**config.mk**
```make
export PLATFORM = sky130hd
export DESIGN_NAME = voice_allocator
export DESIGN_NICKNAME = d
export VERILOG_FILES = /design/src/rtl/voice_allocator.sv
export SDC_FILE = /design/constraint.sdc
export NUM_CORES = 1
export LEC_CHECK = 0
export ABC_AREA = 0
export ABC_CLOCK_PERIOD_IN_PS = 14200
export CAP_MARGIN = 5
export CORE_MARGIN = 2
export CORE_UTILIZATION = 47
export CTS_CLUSTER_DIAMETER = 150
export CTS_CLUSTER_SIZE = 30
export DETAILED_ROUTE_END_ITERATION = 12
export PLACE_DENSITY = 0.71
export SLEW_MARGIN = 15
export SYNTH_ARGS = -nofsm -noshare
export SYNTH_HDL_FRONTEND = slang
export SYNTH_HIERARCHICAL = 1
export SYNTH_SLANG_ARGS = --single-unit
```
**constraint.sdc**
```tcl
create_clock -name clock -period 14.2 [get_ports clock]
set_clock_uncertainty 0.15 [all_clocks]
set_input_delay 4.26 -clock clock [delete_from_list [all_inputs] [get_ports clock]]
set_output_delay 4.26 -clock clock [all_outputs]
set_load 0.01 [all_outputs]
```
**src/rtl/voice_allocator.sv**
```systemverilog
// Polyphonic voice allocator: schedules note-on/off events onto a bank of voices,
// preferring retrigger, then idle, then the oldest releasing, then the oldest active voice.
module voice_slot #(
    parameter int DATA_WIDTH = 7,
    parameter int AGE_WIDTH  = 4
) (
    input  logic                  clock,
    input  logic                  reset,
    input  logic                  alloc,
    input  logic                  rel_req,
    input  logic                  rel_done,
    input  logic                  age_inc,
    input  logic [DATA_WIDTH-1:0] note_in,
    input  logic [DATA_WIDTH-1:0] vel_in,
    output logic                  gate,
    output logic                  busy,
    output logic                  trigger,
    output logic [DATA_WIDTH-1:0] note,
    output logic [DATA_WIDTH-1:0] velocity,
    output logic [AGE_WIDTH-1:0]  age
);
    typedef enum logic [1:0] {IDLE, ACTIVE, RELEASING} vstate_t;
    vstate_t state;

    // Allocation outranks release completion so a stolen releasing voice ends ACTIVE.
    always_ff @(posedge clock) begin
        if (reset) begin
            state    <= IDLE;
            note     <= '0;
            velocity <= '0;
            age      <= '0;
            trigger  <= 1'b0;
        end else begin
            trigger <= alloc;
            if (alloc) begin
                state    <= ACTIVE;
                note     <= note_in;
                velocity <= vel_in;
                age      <= '0;
            end else if (rel_done && state == RELEASING) begin
                state <= IDLE;
                age   <= '0;
            end else if (rel_req && state == ACTIVE) begin
                state <= RELEASING;
            end else if (age_inc && state != IDLE && age != '1) begin
                age <= age + AGE_WIDTH'(1);
            end
        end
    end

    assign gate = (state == ACTIVE);
    assign busy = (state != IDLE);
endmodule

module voice_allocator #(
    parameter int VOICES     = 8,
    parameter int DATA_WIDTH = 7,
    parameter int AGE_WIDTH  = 4
) (
    input  logic                         clock,
    input  logic                         reset,
    input  logic                         in_valid,
    output logic                         in_ready,
    input  logic                         in_status,
    input  logic [DATA_WIDTH-1:0]        in_note,
    input  logic [DATA_WIDTH-1:0]        in_velocity,
    input  logic [VOICES-1:0]            release_done,
    output logic [VOICES-1:0]            voice_gate,
    output logic [VOICES-1:0]            voice_busy,
    output logic [VOICES-1:0]            voice_trigger,
    output logic [VOICES*DATA_WIDTH-1:0] voice_note,
    output logic [VOICES*DATA_WIDTH-1:0] voice_velocity
);
    localparam int IW = $clog2(VOICES);

    typedef enum logic {ACCEPT, PROCESS} fsm_t;
    fsm_t fsm;

    logic                  ev_on;
    logic [DATA_WIDTH-1:0] ev_note, ev_vel;

    logic [VOICES-1:0][AGE_WIDTH-1:0]  age;
    logic [VOICES-1:0][DATA_WIDTH-1:0] note_q, vel_q;

    always_ff @(posedge clock) begin
        if (reset) begin
            fsm      <= ACCEPT;
            in_ready <= 1'b1;
            ev_on    <= 1'b0;
            ev_note  <= '0;
            ev_vel   <= '0;
        end else begin
            case (fsm)
                ACCEPT: if (in_valid) begin
                    // velocity-0 note-on is a note-off
                    ev_on    <= in_status && (in_velocity != '0);
                    ev_note  <= in_note;
                    ev_vel   <= in_velocity;
                    fsm      <= PROCESS;
                    in_ready <= 1'b0;
                end
                PROCESS: begin
                    fsm      <= ACCEPT;
                    in_ready <= 1'b1;
                end
                default: begin
                    fsm      <= ACCEPT;
                    in_ready <= 1'b1;
                end
            endcase
        end
    end

    logic                 hit_f, idle_f, rel_f, act_f, off_f;
    logic [IW-1:0]        hit_i, idle_i, rel_i, act_i, off_i, sel_i;
    logic [AGE_WIDTH-1:0] rel_a, act_a;

    // Ascending scan: first-found keeps lowest index; strict '>' keeps lowest index on age ties.
    always_comb begin
        hit_f = 1'b0; idle_f = 1'b0; rel_f = 1'b0; act_f = 1'b0; off_f = 1'b0;
        hit_i = '0; idle_i = '0; rel_i = '0; act_i = '0; off_i = '0;
        rel_a = '0; act_a = '0;
        for (int i = 0; i < VOICES; i++) begin
            if (!hit_f && voice_busy[i] && note_q[i] == ev_note) begin
                hit_f = 1'b1; hit_i = IW'(i);
            end
            if (!idle_f && !voice_busy[i]) begin
                idle_f = 1'b1; idle_i = IW'(i);
            end
            if (voice_busy[i] && !voice_gate[i] && (!rel_f || age[i] > rel_a)) begin
                rel_f = 1'b1; rel_i = IW'(i); rel_a = age[i];
            end
            if (voice_gate[i] && (!act_f || age[i] > act_a)) begin
                act_f = 1'b1; act_i = IW'(i); act_a = age[i];
            end
            if (!off_f && voice_gate[i] && note_q[i] == ev_note) begin
                off_f = 1'b1; off_i = IW'(i);
            end
        end
        sel_i = hit_f ? hit_i : idle_f ? idle_i : rel_f ? rel_i : act_i;
    end

    logic do_on, do_off;
    assign do_on  = (fsm == PROCESS) && ev_on;
    assign do_off = (fsm == PROCESS) && !ev_on && off_f;

    for (genvar g = 0; g < VOICES; g++) begin : g_voice
        voice_slot #(.DATA_WIDTH(DATA_WIDTH), .AGE_WIDTH(AGE_WIDTH)) u_slot (
            .clock    (clock),
            .reset    (reset),
            .alloc    (do_on && sel_i == IW'(g)),
            .rel_req  (do_off && off_i == IW'(g)),
            .rel_done (release_done[g]),
            .age_inc  (do_on),
            .note_in  (ev_note),
            .vel_in   (ev_vel),
            .gate     (voice_gate[g]),
            .busy     (voice_busy[g]),
            .trigger  (voice_trigger[g]),
            .note     (note_q[g]),
            .velocity (vel_q[g]),
            .age      (age[g])
        );
    end

    assign voice_note     = note_q;
    assign voice_velocity = vel_q;
endmodule
```
==> impl_metrics.tcl, run 1 <==
set metrics [dict create \
    highest_layer "met4" \
    clk_pin_slew_worst_paths_ps 80 \
    rsz0062_at_grt "false" \
    synth.most_common_cell "dfxtp_1" \
    syn-cell-area_um2 11060 \
    place_ws_ps 771.7 \
    grt_max_degree 58 \
    first_pass_iters 5 \
    slew_headroom_pct 33.05 \
    gp_congestion 0.9058 \
    drt_iter0_drc 584 \
    async_flop_share_pct 0 \
    areaGrowthSynthToFinish_pct 22.48 \
    antennaDiodeCount 0 \
    yosys-top-cells-count "185 x dfxtp_1, 154 x nor2_1, 137 x mux2i_1" \
    overflow 0 \
    drt_wl_total_um 30440 \
    drt-met1-wl_um 13410 \
    critPathArrivalTime_ps 13080 \
    synth_area_per_cell_um2 8.879 \
    die_h_um 157.4 \
    slew_viol_final 0 \
    status "completed" \
    vias_per_cell 5.544 \
    ant_nets 0 \
    power_density_nw_per_um2 79.75 \
    wl_met2_um 14160 \
    hold_class "reg2reg" \
    synth_top_area_share_pct 33.48 \
    crit_path_top_delay_cell "and4_1" \
    ys_warn_count 6 \
    period_minus_slack_ps 12930 \
    finalHoldViolations 0 \
    ys_ff_latch 185 \
    ys_seq_area_share_pct 33.48 \
    critPathKind "reg2reg" \
    io_buffers 162 \
    crit_fanout 14 \
    htree_levels 4 \
    numCtsBuffers 17 \
    pin_count 163 \
    yosysTopAreaCell "dfxtp_1" \
    drive_gt1_share_pct 9.266 \
    fin_crit_sh_pct 91.04 \
    antenna_found_initial 0 \
    grt_pass1_vias 9073 \
    ir_drop_mv 0.07222 \
    vias 9546 \
    worstMarginPinSlew_ps 1002 \
    synth_edf_count 0 \
    wl_met3_um 2364 \
    core_um2 23260 \
    syn_inst 1246 \
    fp.dieW_um 157.4 \
    synth_cell_types 61 \
    grt_pass1_wl_um 47980 \
    grt.total_usage_pct 24.50 \
    dpl.hpwl_um 22580 \
    drc 0 \
    cp_top_family "compound AO/OA/AOI/OAI gates" \
    tritoncts "done" \
    num_rows 56 \
    cpMostUsedCell "ha_1" \
    setup_ws_ps 1272 \
    end_kind "flop" \
    yosys-top-cells-area "dfxtp_1 33%, mux2i_1 12%, ha_1 7.2%" \
    clock.fmax_ghz 0.07735 \
    syn-num-nets 1336 \
    die-area_um2 24780 \
    cts_root_buf "clkbuf_16" \
    max_stage_delay_ps 610 \
    wl_per_cell_um 17.67 \
    clock_latency_ps 450 \
    total_leakage_power_nw 5.386 \
    startpoint_type "flop" \
    initial_core_util_pct 47.56 \
    setup_viol 0 \
    cp_data_required_time_ps 14350 \
    cp_num_buf_inv 3 \
    cts.sinks 185 \
    final_nets 1480 \
    finalSetupTns_ps 0 \
    maxCapViolCount 0 \
    cts_buffer_depth 2 \
    cts_setup_buffers 0 \
    synthFlopType "dfxtp_1" \
]
==> cells in the final DEF (no fill, tap or decap), drive strengths merged, types with 16 or more instances in the layout <==
| cell | Yosys | routed |
|---|---|---|
| inv | 55 | 63 |
| buf | 48 | 20 |
| ha | 64 | 64 |
| a211oi | 17 | 17 |
| nor2b | 44 | 44 |
| and4 | 17 | 17 |
| and2 | 16 | 16 |
| mux2i | 137 | 137 |
| o211ai | 23 | 23 |
| o2111a | 16 | 16 |
| a21oi | 56 | 56 |
| nand3b | 17 | 17 |
| clkdlybuf4s50 | 0 | 161 |
| o21ai | 31 | 31 |
| dfxtp | 185 | 185 |
| nand2 | 100 | 100 |
| nand3 | 41 | 41 |
| nor2 | 163 | 163 |
| clkbuf | 8 | 17 |
| xor2 | 41 | 41 |
| nand2b | 17 | 17 |
==> worst min-delay path: stages, from the launching register on <==
cell and delay (ps):
dfxtp_1 320, inv_1 40, o21ai_0 70
==> through the flow <==
step	hold WS [ps]	std cells	power (mW)	area [µm²]	util, %
after CTS	325.5	1722	1.091	13520	58.14
after floorplan	294.5	1246	0.5742	11060	-
final	324.9	1722	1.081	13550	58.25
after global placement	306.6	1690	0.5975	12910	55.48
after detailed placement	307.5	1690	0.5979	12910	55.48
after global routing	339.8	1722	1.120	13550	58.25
==> layout make-up <==
| cell class | count | area (µm²) |
|---|---|---|
| Fill cell | 2130 | 9712 |
| Sequential cell | 185 | 3704 |
| Multi-Input combinational cell | 950 | 6862 |
| Clock inverter | 15 | 192.7 |
| Inverter | 55 | 206.4 |
| Clock buffer | 17 | 425.4 |
| Timing Repair Buffer | 181 | 1762 |
| Tap cell | 319 | 399.1 |
==> cell families (layout without fill, tap and decap cells) <==
logic type               after synthesis  after routing  synth area share (%)
buffers and inverters                111            268                 4.965
XOR/XNOR                              56             56                 4.433
flip-flops                           185            185                 33.48
AO/OA/AOI/OAI                        204            204                 14.32
AND/OR/NAND/NOR                      480            480                 22.26
adder cells (fa/ha/maj)               64             64                 7.238
multiplexers                         146            146                 13.31
==> sequential cells by signal (all words and copies together), names as in the netlist <==
name	cells
fsm	1
ev_on	1
in_ready	1
g_voice.u_slot/note	56
ev_note	7
ev_vel	7
g_voice.u_slot/trigger	8
g_voice.u_slot/age	32
g_voice.u_slot/velocity	56
g_voice.u_slot/state	16
==> worst paths after layout <==
kind                                                  from                   endpoint  slack, ps  cells past startpoint
worst max-delay path            g_voice[0].u_slot/state[0]  g_voice[2].u_slot/note[6]       1270                     50
worst min-delay path                              in_ready                   in_ready        320                      2
worst max register to register  g_voice[0].u_slot/state[0]  g_voice[2].u_slot/note[6]       1270                     50
worst min register to register                    in_ready                   in_ready        320                      2
==> power by group <==
| group | switching, mW | total [mW] | internal [mW] |
|---|---|---|---|
| logic | 0.0337 | 0.0549 | 0.0213 |
| registers | 0.00972 | 0.531 | 0.521 |
| clock network | 0.252 | 0.495 | 0.242 |
| total | 0.296 | 1.08 | 0.785 |
==> layer usage <==
metal  up-vias  track usage [%]
met5         -                0
met2       261            40.53
met4         0            6.623
met3        40            8.122
li1       4690                -
met1      4555            30.55
==> repair_timing <==
action                     CTS  global route
hold buffers                 0             0
setup endpoints to repair    0           167
gates resized for setup      0             5
(Power assumes the default switching activity.)
==> inputs of run 2 (changes only) <==
--- a/config.mk
+++ b/config.mk
@@ -8,6 +8,7 @@
 export ABC_AREA = 0
 export ABC_CLOCK_PERIOD_IN_PS = 14200
 export CAP_MARGIN = 5
+export CORE_ASPECT_RATIO = 0.8
 export CORE_MARGIN = 2
 export CORE_UTILIZATION = 47
 export CTS_CLUSTER_DIAMETER = 150
==> run 2 against run 1 <==
Global-route usage is 0.49 points higher; non-clock buffer count is 4 lower; critical path depth is 3 higher; cell area is 0.38% lower; sequential power hardly changed; largest power group unchanged; die area hardly changed; highest routed layer unchanged; worst setup slack worse by 170 ps; sequential share of layout area is 0.10 points higher; wire length is 2.1% higher; power is 0.80% lower; utilization is 0.25 points lower.
==> impl_metrics.tcl, run 2 (same netlist as run 1, synthesis figures left out) <==
set metrics [dict create \
    finalSetupTns_ps 0 \
    cts.sinks 185 \
    slew_viol_final 0 \
    largestRegisters "g_voice.u_slot/note (56), g_voice.u_slot/velocity (56), g_voice.u_slot/age (32)" \
    crit_fanout 17 \
    gp_congestion 0.8972 \
    final_nets 1476 \
    maxCapViolCount 0 \
    ir_drop_mv 0.06793 \
    setup_viol 0 \
    cpMostUsedCell "ha_1" \
    total_leakage_power_nw 5.359 \
    antennaDiodeCount 0 \
    critPathKind "reg2reg" \
    cp_top_family "compound AO/OA/AOI/OAI gates" \
    antenna_found_initial 0 \
    hold_class "reg2reg" \
    overflow 0 \
    fp.dieW_um 175.5 \
    final_common_cell "dfxtp_1" \
    num_rows 50 \
    io_buffers 162 \
    drt_wl_total_um 31080 \
    cp_num_buf_inv 3 \
    postPlaceCellArea_um2 12870 \
    drc 0 \
    die-area_um2 24790 \
    clock_latency_ps 450 \
    finalHoldViolations 0 \
    numCtsBuffers 17 \
    final_area_um2 13500 \
    cts_buffer_depth 2 \
    worstMarginPinSlew_ps 956.4 \
    total_power_mw 1.072 \
    drive_gt1_share_pct 8.863 \
    drt_iter0_drc 739 \
    status "completed" \
    first_pass_iters 5 \
    htree_levels 4 \
    grt_max_degree 92 \
    wl_per_cell_um 18.16 \
    period_minus_slack_ps 13100 \
    tritoncts "done" \
    ant_nets 0 \
    crit_path_top_delay_cell "a32oi_1" \
    vias 9653 \
    dpl.hpwl_um 22660 \
    cts_resized 0 \
    startpoint_type "flop" \
    place_ws_ps 631.6 \
    final_cell_mix "185 x dfxtp_1, 161 x clkdlybuf4s50_1, 154 x nor2_1, 137 x mux2i_1, 100 x nand2_1" \
    clock.fmax_ghz 0.07633 \
    initial_core_util_pct 47.54 \
    fin_crit_sh_pct 92.26 \
    areaGrowthSynthToFinish_pct 22.02 \
    core_um2 23270 \
    power_density_nw_per_um2 79.41 \
    cp_data_required_time_ps 14380 \
    clk_pin_slew_worst_paths_ps 80 \
    cts_setup_buffers 0 \
    critPathArrivalTime_ps 13280 \
    hold_buffers 0 \
    grt_pass1_vias 9064 \
    cts_root_buf "clkbuf_16" \
    max_stage_delay_ps 610 \
    pin_count 163 \
    vias_per_cell 5.642 \
    grt.total_usage_pct 24.99 \
    end_kind "flop" \
    die_h_um 141.2 \
    grt_pass1_wl_um 49490 \
    setup_ws_ps 1100 \
    slew_headroom_pct 36.24 \
]
[run 2: final cells by class]
type | instances | area, µm²
Clock inverter | 14 | 175.2
Sequential cell | 185 | 3704
Clock buffer | 18 | 429.2
Fill cell | 2105 | 9773
Timing Repair Buffer | 177 | 1732
Tap cell | 312 | 390.4
Multi-Input combinational cell | 950 | 6863
Inverter | 55 | 206.4
[run 2: path summary, 6_finish.rpt]
kind | slack, ps | depth (start not counted) | to | start
worst min-delay path | 330 | 2 | ev_on | ev_on
worst min register to register | 330 | 2 | ev_on | ev_on
worst max-delay path | 1100 | 53 | g_voice[0].u_slot/state[1] | g_voice[0].u_slot/state[1]
worst max register to register | 1100 | 53 | g_voice[0].u_slot/state[1] | g_voice[0].u_slot/state[1]
[run 2: report_power, final]
group          leakage, nW  switching [mW]  internal (mW)
combinational         3.57          0.0313         0.0205
sequential            1.49          0.0117          0.521
clock                0.292           0.248          0.239
[run 2: worst reg2reg max path, delay by kind of cell, from the launching register on]
family          cells  cell delay, ps
compound gates     23            5690
simple gates       17            3070
fa+ha+maj           7            2050
mux                 3            1030
flops               1             530
buf+inv             3             470
[run 2: stage by stage]
step,utilization (%),hold slack (ps),std cells
after floorplan,-,294.5,1246
after global placement,55.29,305.3,1679
after detailed placement,55.29,312.1,1679
after CTS,57.89,322.3,1711
after global routing,58.01,347.9,1711
final,58.01,325.7,1711
[run 2: metal layers]
layer,share of wire (%),wire length [µm],global-route usage (%)
met1,48,14960,36.32
met2,43,13310,37.77
met3,7.8,2428,5.529
met4,1.2,377,5.524
met5,0,0,0
==> inputs of run 3 (changes only) <==
--- a/config.mk
+++ b/config.mk
@@ -11,6 +11,7 @@
 export CORE_ASPECT_RATIO = 0.8
 export CORE_MARGIN = 2
 export CORE_UTILIZATION = 47
+export CTS_BUF_LIST = sky130_fd_sc_hd__clkbuf_4 sky130_fd_sc_hd__clkbuf_8
 export CTS_CLUSTER_DIAMETER = 150
 export CTS_CLUSTER_SIZE = 30
 export DETAILED_ROUTE_END_ITERATION = 12
==> run 3 against run 2 <==
Clock power fell by 24%; fmax rose by 0.63%; sequential share of layout area rose by 0.39 points; first-iteration DRC count rose by 8.4%; sequential power barely moved; die area did not move; cell count did not move; utilization fell by 0.81 points.
==> impl_metrics.tcl, run 3 (same netlist as run 1, synthesis figures left out) <==
set metrics [dict create \
    cts_root_buf "clkbuf_8" \
    cts_setup_buffers 0 \
    drt_wl_total_um 30670 \
    postPlaceCellArea_um2 12870 \
    status "completed" \
    tritoncts "done" \
    grt_pass1_wl_um 49180 \
    startpoint_type "flop" \
    initial_core_util_pct 47.54 \
    areaGrowthSynthToFinish_pct 20.32 \
    vias 9551 \
    cp_num_buf_inv 3 \
    drt_iter0_drc 801 \
    end_kind "flop" \
    final_common_cell "dfxtp_1" \
    drive_gt1_share_pct 8.935 \
    final_util_pct 57.20 \
    power_density_nw_per_um2 71.85 \
    slew_viol_final 0 \
    io_buffers 162 \
    critPathCapture "g_voice[0].u_slot/state[1]" \
    hold_class "reg2reg" \
    switching_share_pct 28.93 \
    critPathKind "reg2reg" \
    cpMostUsedCell "ha_1" \
    p_seq_share_pct 55.8 \
    die-area_um2 24790 \
    total_power_uw 956.4 \
    p_sw_uw 276.7 \
    core_um2 23270 \
    cellInternalPower_uw 679.7 \
    period_minus_slack_ps 13020 \
    setup_ws_ps 1182 \
    finalHoldViolations 0 \
    gp_congestion 0.8972 \
    ir_drop_mv 0.05525 \
    hold_depth 2 \
    clock_latency_ps 480 \
    pwr-share-clk_pct 38.8 \
    ant_nets 0 \
    grt.total_usage_pct 24.78 \
    cp_top_family "compound AO/OA/AOI/OAI gates" \
    critPathArrivalTime_ps 13240 \
    die_h_um 141.2 \
    rr_endpoint "g_voice[0].u_slot/state[1]" \
    cp_data_required_time_ps 14420 \
    fp.dieW_um 175.5 \
    hold_buffers 0 \
    drc 0 \
    final_cell_mix "185 x dfxtp_1, 161 x clkdlybuf4s50_1, 154 x nor2_1, 137 x mux2i_1, 100 x nand2_1" \
    htree_levels 4 \
    place_ws_ps 631.6 \
    reg2reg_setup_slack_ps 1180 \
    setup_viol 0 \
    crit_path_top_delay_cell "o21ai_0" \
    grt_max_degree 92 \
    slew_headroom_pct 35.00 \
    crit_path_start "g_voice[0].u_slot/state[1]" \
    antennaDiodeCount 0 \
    numCtsBuffers 17 \
    final_area_um2 13310 \
    crit_fanout 17 \
    max_stage_delay_ps 590 \
    overflow 0 \
    placed_cells 1679 \
    fillers 2127 \
    vias_per_cell 5.582 \
    cts_buffer_depth 2 \
    clk_pin_slew_worst_paths_ps 110 \
    worstReg2RegStart "g_voice[0].u_slot/state[1]" \
    largestRegisters "g_voice.u_slot/note (56), g_voice.u_slot/velocity (56), g_voice.u_slot/age (32)" \
    power_frac_comb_pct 5.4 \
    worst-path-stages 52 \
    pin_count 163 \
    total_leakage_power_nw 5.275 \
    antenna_found_initial 0 \
    clock.fmax_ghz 0.07682 \
    num_rows 50 \
    worstMarginPinSlew_ps 973.1 \
    final-instance-count-excl-fill 1711 \
    maxCapViolCount 0 \
    rr_worst_depth 52 \
    cts.sinks 185 \
    grt_pass1_vias 9066 \
    fin_crit_sh_pct 91.68 \
    dpl.hpwl_um 22660 \
    wl_per_cell_um 17.92 \
    final_nets 1476 \
    first_pass_iters 5 \
]
run 3: cell count changes in the layout (fill, tap and decap cells not counted):
cell / before / now
clkbuf_8: 0 / 17
clkbuf_16: 17 / 0
clkbuf_4: 0 / 1
clkbuf_1: 1 / 0
run 3: tightest hold or removal path: cells and delay by family, from the launching register on:
family | cells | cell delay (ps)
compound gates | 1 | 50
flops | 1 | 330
simple gates | 1 | 50
run 3: layout make-up:
type	instances	area (µm²)	area share, %
clock buffers	18	241.5	1.814
clock inverters	14	175.2	1.316
inverters	55	206.4	1.551
multi-input cells	950	6863	51.56
flip-flops and latches	185	3704	27.82
well taps	312	390.4	2.933
repair buffers	177	1732	13.01
run 3: power by group through the flow:
stage	logic (mW)	registers, mW	clock network (mW)
6_report	0.0520	0.533	0.371
5_1_grt	0.0571	0.534	0.400
4_1_cts	0.0515	0.533	0.380
2_1_floorplan	0.0362	0.538	0
3_5_place_dp	0.0513	0.545	0
3_3_place_gp	0.0507	0.545	0
run 3: worst min path at each step:
stage	start	endpoint	slack [ps]
2_1_floorplan	ev_on	ev_on	290
3_3_place_gp	in_ready	in_ready	310
3_5_place_dp	ev_on	ev_on	310
4_1_cts	ev_on	ev_on	330
5_1_grt	ev_on	ev_on	350
6_report	ev_on	ev_on	330
run 3: what timing repair did:
item / in CTS / in global routing
setup endpoints to repair: 0 / 168
gates resized for setup: 0 / 5
endpoints found under the hold margin: 0 / 0
run 3: per-stage QoR:
step	hold WS, ps	setup TNS (ps)
after CTS	326.7	0
after global placement	305.3	0
after floorplan	294.5	0
after global routing	352.7	-8.402
after detailed placement	312.1	0
final	327.3	0
run 3: layer usage:
metal	track usage [%]	up-vias	wire, µm
li1	-	4693	-
met1	36.13	4547	15150
met2	37.09	284	13010
met3	5.690	27	2146
met4	5.611	0	367
met5	0	-	0
